[config.mk]
export PLATFORM = sky130hd
export DESIGN_NAME = pmu_reader
export DESIGN_NICKNAME = d
export VERILOG_FILES = /design/src/rtl/pmu_reader.sv
export SDC_FILE = /design/constraint.sdc
export NUM_CORES = 1
export LEC_CHECK = 0
export ABC_AREA = 1
export BUFFER_PORTS_ARGS = -buffer_cell sky130_fd_sc_hd__buf_2
export CORE_ASPECT_RATIO = 0.8
export CORE_MARGIN = 1.5
export CORE_UTILIZATION = 56
export DETAILED_ROUTE_END_ITERATION = 12
export GPL_ROUTABILITY_DRIVEN = 1
export PLACE_DENSITY = 0.89
export SKIP_LAST_GASP = 1
export SLEW_MARGIN = 40
export SYNTH_ARGS = -nofsm -noshare
export SYNTH_HDL_FRONTEND = slang
export SYNTH_SLANG_ARGS = --single-unit
[constraint.sdc]
create_clock -name clk -period 3.5 [get_ports clk]
set_input_delay 0.35 -clock clk [delete_from_list [all_inputs] [get_ports clk]]
set_output_delay 0.35 -clock clk [all_outputs]
set_load 0.005 [all_outputs]
[src/rtl/pmu_reader.sv]
// pmu_reader: initiator side of the PMU register-read interface.
// Issues one read or a sweep of every PMU register index, captures each
// returned counter value (or a zero word flagged as error on timeout) and
// hands the results out one word at a time on a valid/ready stream.
//
// Output handshake: a word is held on out_data/out_index/out_err while
// out_valid is high and transfers on the rising clock edge where
// out_valid && out_ready; the producer never drops or changes a pending word.
module pmu_reader #(
  parameter int COUNTERSIZE   = 8,
  parameter int REGISTER_SIZE = 4,
  parameter int TIMEOUT       = 15
) (
  input  logic                     clk,
  input  logic                     rst_n,
  input  logic                     start,
  input  logic                     mode,
  input  logic [REGISTER_SIZE-1:0] req_register,
  output logic [REGISTER_SIZE-1:0] pmu_register,
  output logic                     valid_pmu_register,
  input  logic [COUNTERSIZE-1:0]   pmu_value,
  input  logic                     valid_value,
  output logic [COUNTERSIZE-1:0]   out_data,
  output logic [REGISTER_SIZE-1:0] out_index,
  output logic                     out_err,
  output logic                     out_valid,
  input  logic                     out_ready,
  output logic                     busy,
  output logic                     done
);

  // Timeout counter only needs to reach TIMEOUT-1 before the expiry compare.
  localparam int TW = (TIMEOUT > 1) ? $clog2(TIMEOUT) : 1;
  localparam logic [TW-1:0] TMO_LAST = TW'(TIMEOUT - 1);

  typedef enum logic [1:0] {
    IDLE = 2'd0,
    REQ  = 2'd1,
    WAIT = 2'd2,
    OUT  = 2'd3
  } state_t;

  // Current FSM state; named plainly so assertions/checkers can bind to it.
  state_t                   state;
  logic                     sweep;
  logic [REGISTER_SIZE-1:0] index;
  logic [TW-1:0]            tmo_cnt;

  logic [REGISTER_SIZE-1:0] start_index;
  logic [REGISTER_SIZE-1:0] next_index;
  logic                     last_word;

  // First index of an operation, the following sweep index, and the end test.
  assign start_index = mode ? '0 : req_register;
  assign next_index  = index + REGISTER_SIZE'(1);
  assign last_word   = !sweep || (&index);

  // Request/response FSM with all outputs registered.
  always_ff @(posedge clk or negedge rst_n) begin
    if (!rst_n) begin
      state              <= IDLE;
      sweep              <= 1'b0;
      index              <= '0;
      tmo_cnt            <= '0;
      pmu_register       <= '0;
      valid_pmu_register <= 1'b0;
      out_data           <= '0;
      out_index          <= '0;
      out_err            <= 1'b0;
      out_valid          <= 1'b0;
      busy               <= 1'b0;
      done               <= 1'b0;
    end else begin
      // Strobes are single-cycle unless re-raised below.
      valid_pmu_register <= 1'b0;
      done               <= 1'b0;
      case (state)
        IDLE: begin
          if (start) begin
            sweep              <= mode;
            index              <= start_index;
            pmu_register       <= start_index;
            valid_pmu_register <= 1'b1;
            busy               <= 1'b1;
            state              <= REQ;
          end
        end
        REQ: begin
          // The request strobe is visible during this cycle.
          tmo_cnt <= '0;
          state   <= WAIT;
        end
        WAIT: begin
          // A response on the final WAIT cycle still wins over the timeout.
          if (valid_value) begin
            out_data  <= pmu_value;
            out_index <= index;
            out_err   <= 1'b0;
            out_valid <= 1'b1;
            state     <= OUT;
          end else if (tmo_cnt == TMO_LAST) begin
            out_data  <= '0;
            out_index <= index;
            out_err   <= 1'b1;
            out_valid <= 1'b1;
            state     <= OUT;
          end else begin
            tmo_cnt <= tmo_cnt + TW'(1);
          end
        end
        OUT: begin
          if (out_ready) begin
            out_valid <= 1'b0;
            if (last_word) begin
              pmu_register <= '0;
              busy         <= 1'b0;
              done         <= 1'b1;
              state        <= IDLE;
            end else begin
              index              <= next_index;
              pmu_register       <= next_index;
              valid_pmu_register <= 1'b1;
              state              <= REQ;
            end
          end
        end
        default: state <= IDLE;
      endcase
    end
  end

endmodule

# ---- After elaboration in Yosys (flattened, before gate mapping)
# Cells that the tools add are included.
dict set report op_classes {
  n_addsub 2
  eq_ne 11
  mux 37
  n_reduce_logical 16
}
# operator count
set op_table {}
lappend op_table {{$mux W4} 10}
lappend op_table {{$pmux W4 S2} 3}
lappend op_table {{$mux W8} 2}
lappend op_table {{$mux W1} 14}
lappend op_table {{$ne A2 B2 Y1 const B} 6}
lappend op_table {{$reduce_and A3 Y1} 4}
lappend op_table {{$reduce_and A4 Y1} 3}
lappend op_table {{$add A4 B1 Y4 const B} 2}
lappend op_table {{$mux W2} 4}
lappend op_table {{$pmux W2 S4} 1}
lappend op_table {{$reduce_bool A2 Y1} 4}
lappend op_table {{$pmux W1 S2} 3}
lappend op_table {{$eq A2 B2 Y1 const B} 2}
lappend op_table {{$eq A4 B4 Y1 const B} 1}
lappend op_table {{$reduce_and A2 Y1} 2}
lappend op_table {{$ne A3 B3 Y1 const B} 1}
lappend op_table {{$eq A2 B1 Y1 const B} 1}
lappend op_table {{$logic_not A2 Y1} 1}
lappend op_table {{$logic_not A1 Y1} 1}
lappend op_table {{$logic_or A1 B1 Y1} 1}
dict set report totals {
  reg_bits 32
  inputBits 18
  out_inout_bits 21
  wordCells 78
}

# ---- Depth between registers and ports, before layout
# Gate-level depths: netlist (run 1).
dict set report depth {
  depth_word 5
  ltp_mapped 9
  mapped_depth_nobuf 9
}

# ---- Least setup slack after synthesis (run 1)
# No wires, ideal clock.
dict set report synth_path {
  path_type {reg-to-reg}
  startpoint {reg state[0]}
  endpoint {reg index[2]}
  setup_ns 0.118
  t_arrival_ns 1.258
  required_ns 3.382
  setup_slack_ns 2.124
  path_stages_with_launch 9
  path_buffers 1
  period_less_slack_ns 1.376
  path_cell_list {dfrtp_1 -> ha_1 -> buf_4 -> nand2_1 -> nand3_2 -> inv_1 -> nand2_1 -> nand2_1 -> nand2_1}
}
dict set report synth_between {
  elab_chain_len 3
  elab_cells_between_ends 8
  cone_classes {4 x eq/ne; 1 x mux; 3 x reduce/logical}
}
# item line
set synth_lines {}
lappend synth_lines {{start, declared} 44} ;# state_t state;
lappend synth_lines {{start signal, assigned} 61} ;# state <= IDLE;
lappend synth_lines {{start signal, assigned} 85} ;# state <= REQ;
lappend synth_lines {{start signal, assigned} 91} ;# state <= WAIT;
lappend synth_lines {{$eq A2 B2 Y1 / $logic_not A2 Y1 (equally long branches)} 77} ;# case (state)
lappend synth_lines {{$ne A2 B2 Y1 (no line) / $reduce_bool A2 Y1 (equally long branches)} --}
lappend synth_lines {{$reduce_and A4 Y1 (no line)} --}
lappend synth_lines {{end signal, assigned} 81} ;# index <= start_index;
lappend synth_lines {{end signal, assigned} 120} ;# index <= next_index;
lappend synth_lines {{end, declared} 46} ;# logic [REGISTER_SIZE-1:0] index;
# Several ways; a longest one is shown, not always the timed one.
# A chain may end at the register's enable or synchronous reset.

# ---- Worst setup path in the final report (run 1)
dict set report layout_path {
  startpoint {reg state[0]}
  endpoint {reg pmu_register[2]}
}
dict set report layout_between {
  elab_chain_len 3
  elab_cells_between_ends 7
  cone_classes {3 x eq/ne; 1 x mux; 3 x reduce/logical}
}
# item line
set layout_lines {}
lappend layout_lines {{$eq A2 B2 Y1 / $logic_not A2 Y1 (equally long branches)} 77}
lappend layout_lines {{$ne A2 B2 Y1 (no line) / $reduce_bool A2 Y1 (equally long branches)} --}
lappend layout_lines {{$reduce_and A3 Y1 (no line)} --}
lappend layout_lines {{end signal, assigned} 82} ;# pmu_register <= start_index;
lappend layout_lines {{end signal, assigned} 121} ;# pmu_register <= next_index;
lappend layout_lines {{end, declared} 19} ;# output logic [REGISTER_SIZE-1:0] pmu_register,
# Several ways; a longest one is shown, not always the timed one.

==> metrics.md, run 1 <==
| Metric | Value |
|---|---|
| Vias | between 1k and 1.5k |
| Clk sinks | 32 |
| Post-synth EDFFs | 0 |
| Area of the multi-input gates | between 600 and 700 um2 |
| CORE AREA | 2520 um2 |
| Critical Path Start Type | flip-flop |
| Clock Pin Slew Worst Setup and Hold Paths | around 100 ps |
| Die X | 61.5 um |
| Slew Limit Headroom | 54.3% |
| Fillers | between 200 and 250 |
| Seq pwr share | 41.1% |
| Residual DRC | 0 |
| Synth Warn # | 0 |
| Hold Path Class | in2async |
| DR WL/cell | 11.8 um |
| Crit path buf inv count | 1 |
| Most frequent CP cell | nand2_1 |
| Placed cell areas | 1750 um2 |
| Critical path peak fanout | 9 |
| Clock Path Buffers | 2 |
| RSZ-0062 raised after global routing | false |
| Synth area leader | dfrtp_1 |
| Final-report max-slew violation count | 0 |
| Vias in the first global route | 1,141 |
| Total Wirelength | 3090 um |
| Area grow syn2layout | 19.1% |
| Crit Path Class | reg2reg |
| Int Pwr | ~910 uW |
| Synth Flop Type | dfrtp_1 |
| Clock network power share | between 10% and 20% |
| Via density per instance | 5.07 |
| Die area | ~3100 um2 |
| Worst VDD drop | 482 uV |
| Reg2reg setup slack | 1870 ps |
| H-Tree Depth | 2 |
| Drt first pass iters | 5 |
| RR Startpoint | state[0] |
| Final period util | between 40% and 50% |
| Post-CTS setup buffer count | 0 |
| Design Area, Final | approximately 1800 um2 |
| Static leakage | roughly 1.1 nW |
| Top cells by count, synth | 80 x nand2_1, 32 x dfrtp_1, 13 x inv_1 |
| Max Fclk | 0.614 GHz |
| Most common cell in the netlist | nand2_1 |
| Net Sw Power | 606 uW |
| #FFs+latches synth | 32 |
| PD cells | 830 nW/um2 |
| Seq/Total Area, Yosys | 52.2% |
| IO Pins | 39 |
| Crit path capture type | flip-flop |
| Sw frac | 40.0% |
| Fin cells | around 260 |
| Mean Syn Cell Area | 8.48 um2 |
| CP Data Required Time | 3770 ps |
| CP top delay family | simple AND/OR/NAND/NOR gates |
| CTS tree | done |
| Layout Nets | roughly 250 |
| Initial antenna violation count | 0 |
| Final hold slack | between 40 and 50 ps |
| Initial DRC count | 45 |
| Hpwl dp | 2220 um |
| Worst-Skew Late Latency | 340 ps |
| Clock root cell | clkbuf_4 |
| Status | finished, final reports clean |
| Share of layout cells above drive strength 1 | 25.3% |
| Slew @ Worst Pin | 686 ps |
| Reg2reg end | pmu_register[2] |
| Number of max-cap violations | 0 |
| Fin worst setup slack | ~1900 ps |
| Combinational share of power | 41.0% |
| CTS resizes | 0 |
| Synth async-reset ratio | 100% |
| Fin. Hold Viols | 0 |
| Die Y | 49.8 um |
| Worst stage delay on the critical path | 430 ps |
| Port bufs | 38 |
| Num CTS Buffers | 5 |
| Pre-CTS setup slack | ~1900 ps |
| Crit path DAT | about 1900 ps |
| Cells after synthesis | 181 |
| FP Rows | 16 |
| Crit-path cells | ha_1 > inv_2 > nand2_1 > nand3_2 > a21oi_2 > nand2_1 > nand2_1 |
| Largest net degree at the start of global routing | 33 |
| Crit path time final | 1630 ps |
| First-pass GRT wire length | 5050 um |
| Synth Net Count | 206 |
| Yosys cell types | 21 |
| Hold-fix buffers, CTS | 0 |
| Routed Antenna Nets | 0 |
| Routability congestion estimate | 0.975 |
| Worst path depth | 7 |
| Initial Utilization | 60.9% |
| Layout Skew | approximately 9.5 ps |
| Seq. cell area | 801 um2 |
| Worst r2r path cells | 7 |
| Mapped cell area | 1540 um2 |
| Synth area leaders | dfrtp_1 52%, nand2_1 20%, ha_1 5.7% |
| Residual overflow from global routing | 0 |
| Final setup fails | 0 |
| TNS Setup | 0 ps |
| Top-area cell type share of the netlist area | 52.2% |
| Inst Count DP | 253 |
| N_diodes | 0 |
| Slowest cell on crit path | dfrtp_1 |
| Global Route Usage Sum | 22.7% |
## power groups by stage
stage	registers (mW)	clock network, mW	logic [mW]
finish	0.622	0.272	0.622
global route	0.640	0.301	0.726
CTS	0.621	0.278	0.625
detailed placement	0.628	0	0.617
global placement	0.624	0	0.604
floorplan	0.625	0	0.407
## layout by cell type (no fill, tap or decap), types with 2 or more instances in the layout
master and n:
ha_1 7, buf_2 38, nor2_1 5, nand3_2 3, inv_1 13, dfrtp_1 32, clkbuf_4 5, nand2_1 80
inv_2 2, a21oi_1 2, nand3_1 12, o21ai_0 10, nand2_2 4, nand4_1 2
## worst max path at each step
stage	start	slack, ps	end
2_1_floorplan	state[0]	2120	index[2]
3_3_place_gp	state[0]	2010	index[3]
3_5_place_dp	state[0]	1930	index[0]
4_1_cts	state[0]	1900	pmu_register[2]
5_1_grt	state[0]	1720	pmu_register[2]
6_report	state[0]	1870	pmu_register[2]
## per-stage QoR
| stage | total power, mW | utilization, % |
|---|---|---|
| 3_3_place_gp | 1.23 | 69.4 |
| 6_report | 1.52 | 72.5 |
| 2_1_floorplan | 1.03 | - |
| 5_1_grt | 1.67 | 72.5 |
| 4_1_cts | 1.52 | 72.5 |
| 3_5_place_dp | 1.24 | 69.4 |
## registers in the layout, summed over array words and instances, names as in the netlist
| signal | cells |
|---|---|
| valid_pmu_register | 1 |
| out_valid | 1 |
| out_err | 1 |
| sweep | 1 |
| tmo_cnt | 4 |
| out_index | 4 |
| state | 2 |
| done | 1 |
| index | 4 |
| pmu_register | 4 |
| busy | 1 |
| out_data | 8 |
## layout make-up
class	instances	area share, %
clock buffers	6	2.26
clock inverters	2	1.92
inverters	16	3.29
multi-input cells	131	35.9
flip-flops and latches	32	43.8
well taps	36	2.46
repair buffers	38	10.4
## layer usage
layer  wire length, um  global-route usage, %  vias up
li1                  -                      -      662
met5                 0                      0        -
met4                23                   6.38        0
met2              1260                   31.4       55
met1              1540                   33.0      602
met3               258                   9.19        4
## logic make-up after synthesis
| group | Yosys count | share of synthesized area, % |
|---|---|---|
| simple gates | 106 | 29.1 |
| compound gates | 16 | 6.60 |
| fa+ha+maj | 7 | 5.70 |
| mux | 1 | 0.733 |
| buf+inv | 18 | 5.13 |
| flops | 32 | 52.2 |
| xor+xnor | 1 | 0.571 |
Note: power is estimated with default switching activity, not from simulation.
==> inputs of run 2 (changes only) <==
- CORE_UTILIZATION: 56 -> 52
- PLACE_DENSITY: 0.89 -> 0.83
- clock period: 3.5 -> 1.6 ns (I/O delays scaled with it)
==> metrics.md, run 2 (synthesis gave the netlist of run 1 again) <==
| Metric | Value |
|---|---|
| Port bufs | 38 (unchanged) |
| Vias | 1,316 (was 1,323) |
| Post-CTS setup buffer count | 0 (unchanged) |
| Slowest cell on crit path | dfrtp_1 (unchanged) |
| Fin worst setup slack | 104 ps (was 1870 ps) |
| CP Data Required Time | 1770 ps (was 3770 ps) |
| CORE AREA | 2790 um2 (was 2520 um2) |
| Initial antenna violation count | 0 (unchanged) |
| IO Pins | 39 (unchanged) |
| H-Tree Depth | 2 (unchanged) |
| Max Fclk | 0.668 GHz (was 0.614 GHz) |
| Inst Count DP | 256 (was 253) |
| Slew @ Worst Pin | 698 ps (was 686 ps) |
| Clock root cell | clkbuf_8 (was clkbuf_4) |
| Worst-Skew Late Latency | 290 ps (was 340 ps) |
| Die Y | 51.6 um (was 49.8 um) |
| Clock Path Buffers | 2 (unchanged) |
| Status | finished, final reports clean (unchanged) |
| Biggest register | out_data (unchanged) |
| Initial DRC count | 52 (was 45) |
| CTS tree | done (unchanged) |
| Total Wirelength | 3280 um (was 3090 um) |
| Final setup fails | 0 (unchanged) |
| Fin. Hold Viols | 0 (unchanged) |
| Vias in the first global route | 1,250 (was 1,141) |
| Die area | 3290 um2 (was 3070 um2) |
| Routability congestion estimate | 0.945 (was 0.975) |
| HP Start | pmu_value[4] |
| Critical path peak fanout | 7 (was 9) |
| Crit path time final | 1500 ps (was 1630 ps) |
| Number of max-cap violations | 0 (unchanged) |
| Worst stage delay on the critical path | 420 ps (was 430 ps) |
| Max reg flops | 8 (unchanged) |
| Global Route Usage Sum | 22.5% (was 22.7%) |
| Area grow syn2layout | 23.7% (was 19.1%) |
| Crit-path cells | ha_2 > inv_2 > nand2_1 > nand3_4 > inv_1 > nand2_1 > nand2_1 > nand2_1 (was ha_1 > inv_2 > nand2_1 > nand3_2 > a21oi_2 > nand2_1 > nand2_1) |
| Routed Antenna Nets | 0 (unchanged) |
| Worst Setup SP | state[0] (unchanged) |
| Final hold slack | 77.8 ps (was 44.7 ps) |
| Largest net degree at the start of global routing | 33 (unchanged) |
| Share of layout cells above drive strength 1 | 26.4% (was 25.3%) |
| Leading cell type in the layout, fill and taps excluded | nand2_1 (unchanged) |
| Initial Utilization | 55.1% (was 60.9%) |
| Crit path capture type | flip-flop (unchanged) |
| Final-report max-slew violation count | 0 (unchanged) |
| Hpwl dp | 2360 um (was 2220 um) |
| Slew Limit Headroom | 53.5% (was 54.3%) |
| Clock Pin Slew Worst Setup and Hold Paths | 70 ps (was 100 ps) |
| Worst VDD drop | 998 uV (was 482 uV) |
| Static leakage | 1.09 nW (was 1.07 nW) |
| Residual DRC | 0 (unchanged) |
| Final period util | 93.5% (was 46.6%) |
| Clk sinks | 32 (unchanged) |
| Hold Path Class | in2reg (was in2async) |
| Most frequent CP cell | nand2_1 (unchanged) |
| Fin cells | 265 (was 261) |
| Critical Path Start Type | flip-flop (unchanged) |
| Die X | 63.8 um (was 61.5 um) |
| Num CTS Buffers | 5 (unchanged) |
| Layout Nets | 251 (was 249) |
| Drt first pass iters | 5 (unchanged) |
| Via density per instance | 4.97 (was 5.07) |
| Most frequent cells in the layout | 80 x nand2_1, 38 x buf_2, 32 x dfrtp_1 (unchanged) |
| N_diodes | 0 (unchanged) |
| Crit Path Class | reg2reg (unchanged) |
| FP Rows | 17 (was 16) |
| TNS Setup | 0 ps (unchanged) |
| DR WL/cell | 12.4 um (was 11.8 um) |
| PD cells | 1870 nW/um2 (was 830 nW/um2) |
| Fillers | 232 (was 211) |
| RR Startpoint | state[0] (unchanged) |
| Layout Skew | 8.66 ps (was 9.50 ps) |
| Residual overflow from global routing | 0 (unchanged) |
| Crit path DAT | 1670 ps (was 1900 ps) |
| First-pass GRT wire length | 5440 um (was 5050 um) |
| Pre-CTS setup slack | 100 ps (was 1930 ps) |
==> run 2: cell count changes in the layout (fill, tap and decap cells not counted), sizes merged <==
cell	previous run	this run
dlygate4sd3	0	1
buf	38	39
==> run 2: layout make-up <==
type,count,area [um2],area share (%)
repair buffers,40,208,10.9
multi-input cells,131,676,35.6
clock buffers,6,72.6,3.82
inverters,16,60.1,3.16
well taps,38,47.5,2.50
flip-flops and latches,32,801,42.2
clock inverters,2,35.0,1.84
==> run 2: stage by stage <==
stage          utilization, %  power, mW  instance area, um2
3_3_place_gp             63.2       2.70                1760
4_1_cts                  67.4       3.52                1880
3_5_place_dp             63.2       2.74                1760
6_report                 68.2       3.56                1900
5_1_grt                  68.2       3.85                1900
2_1_floorplan               -       2.26                1540
==> run 2: final timing paths <==
path | to | slack (ps) | depth (start not counted)
worst max-delay path | index[1] | 100 | 8
worst max register to register | index[1] | 100 | 8
max in group asynchronous | index[3] | 690 | 2
worst min-delay path | out_data[4] | 80 | 3
min in group asynchronous | out_data[0] | 450 | 2
worst min register to register | out_data[2] | 470 | 2
==> run 2: worst max-delay path: cells and delay by family, from the launching register on <==
kind	cells	cell delay, ps
AND/OR/NAND/NOR	5	480
flip-flops	1	420
adder cells (fa/ha/maj)	1	310
buffers and inverters	2	180
==> run 2: metal layers <==
metal | global-route usage, % | wire length (um)
met1 | 28.3 | 1570
met2 | 33.5 | 1410
met3 | 8.66 | 242
met4 | 12.3 | 60
met5 | 0 | 0
==> run 2: timing repair <==
| item | 4_1_cts | 5_1_grt |
|---|---|---|
| hold buffers | 1 | 0 |
| resized for setup | 0 | 4 |
| hold endpoints to repair | 32 | 0 |
| setup endpoints to repair | 0 | 12 |
==> run 2: where the power goes <==
group          switching (mW)  internal [mW]  leakage, nW
registers               0.241           1.14        0.409
logic                   0.863          0.570        0.622
clock network           0.284          0.461       0.0552
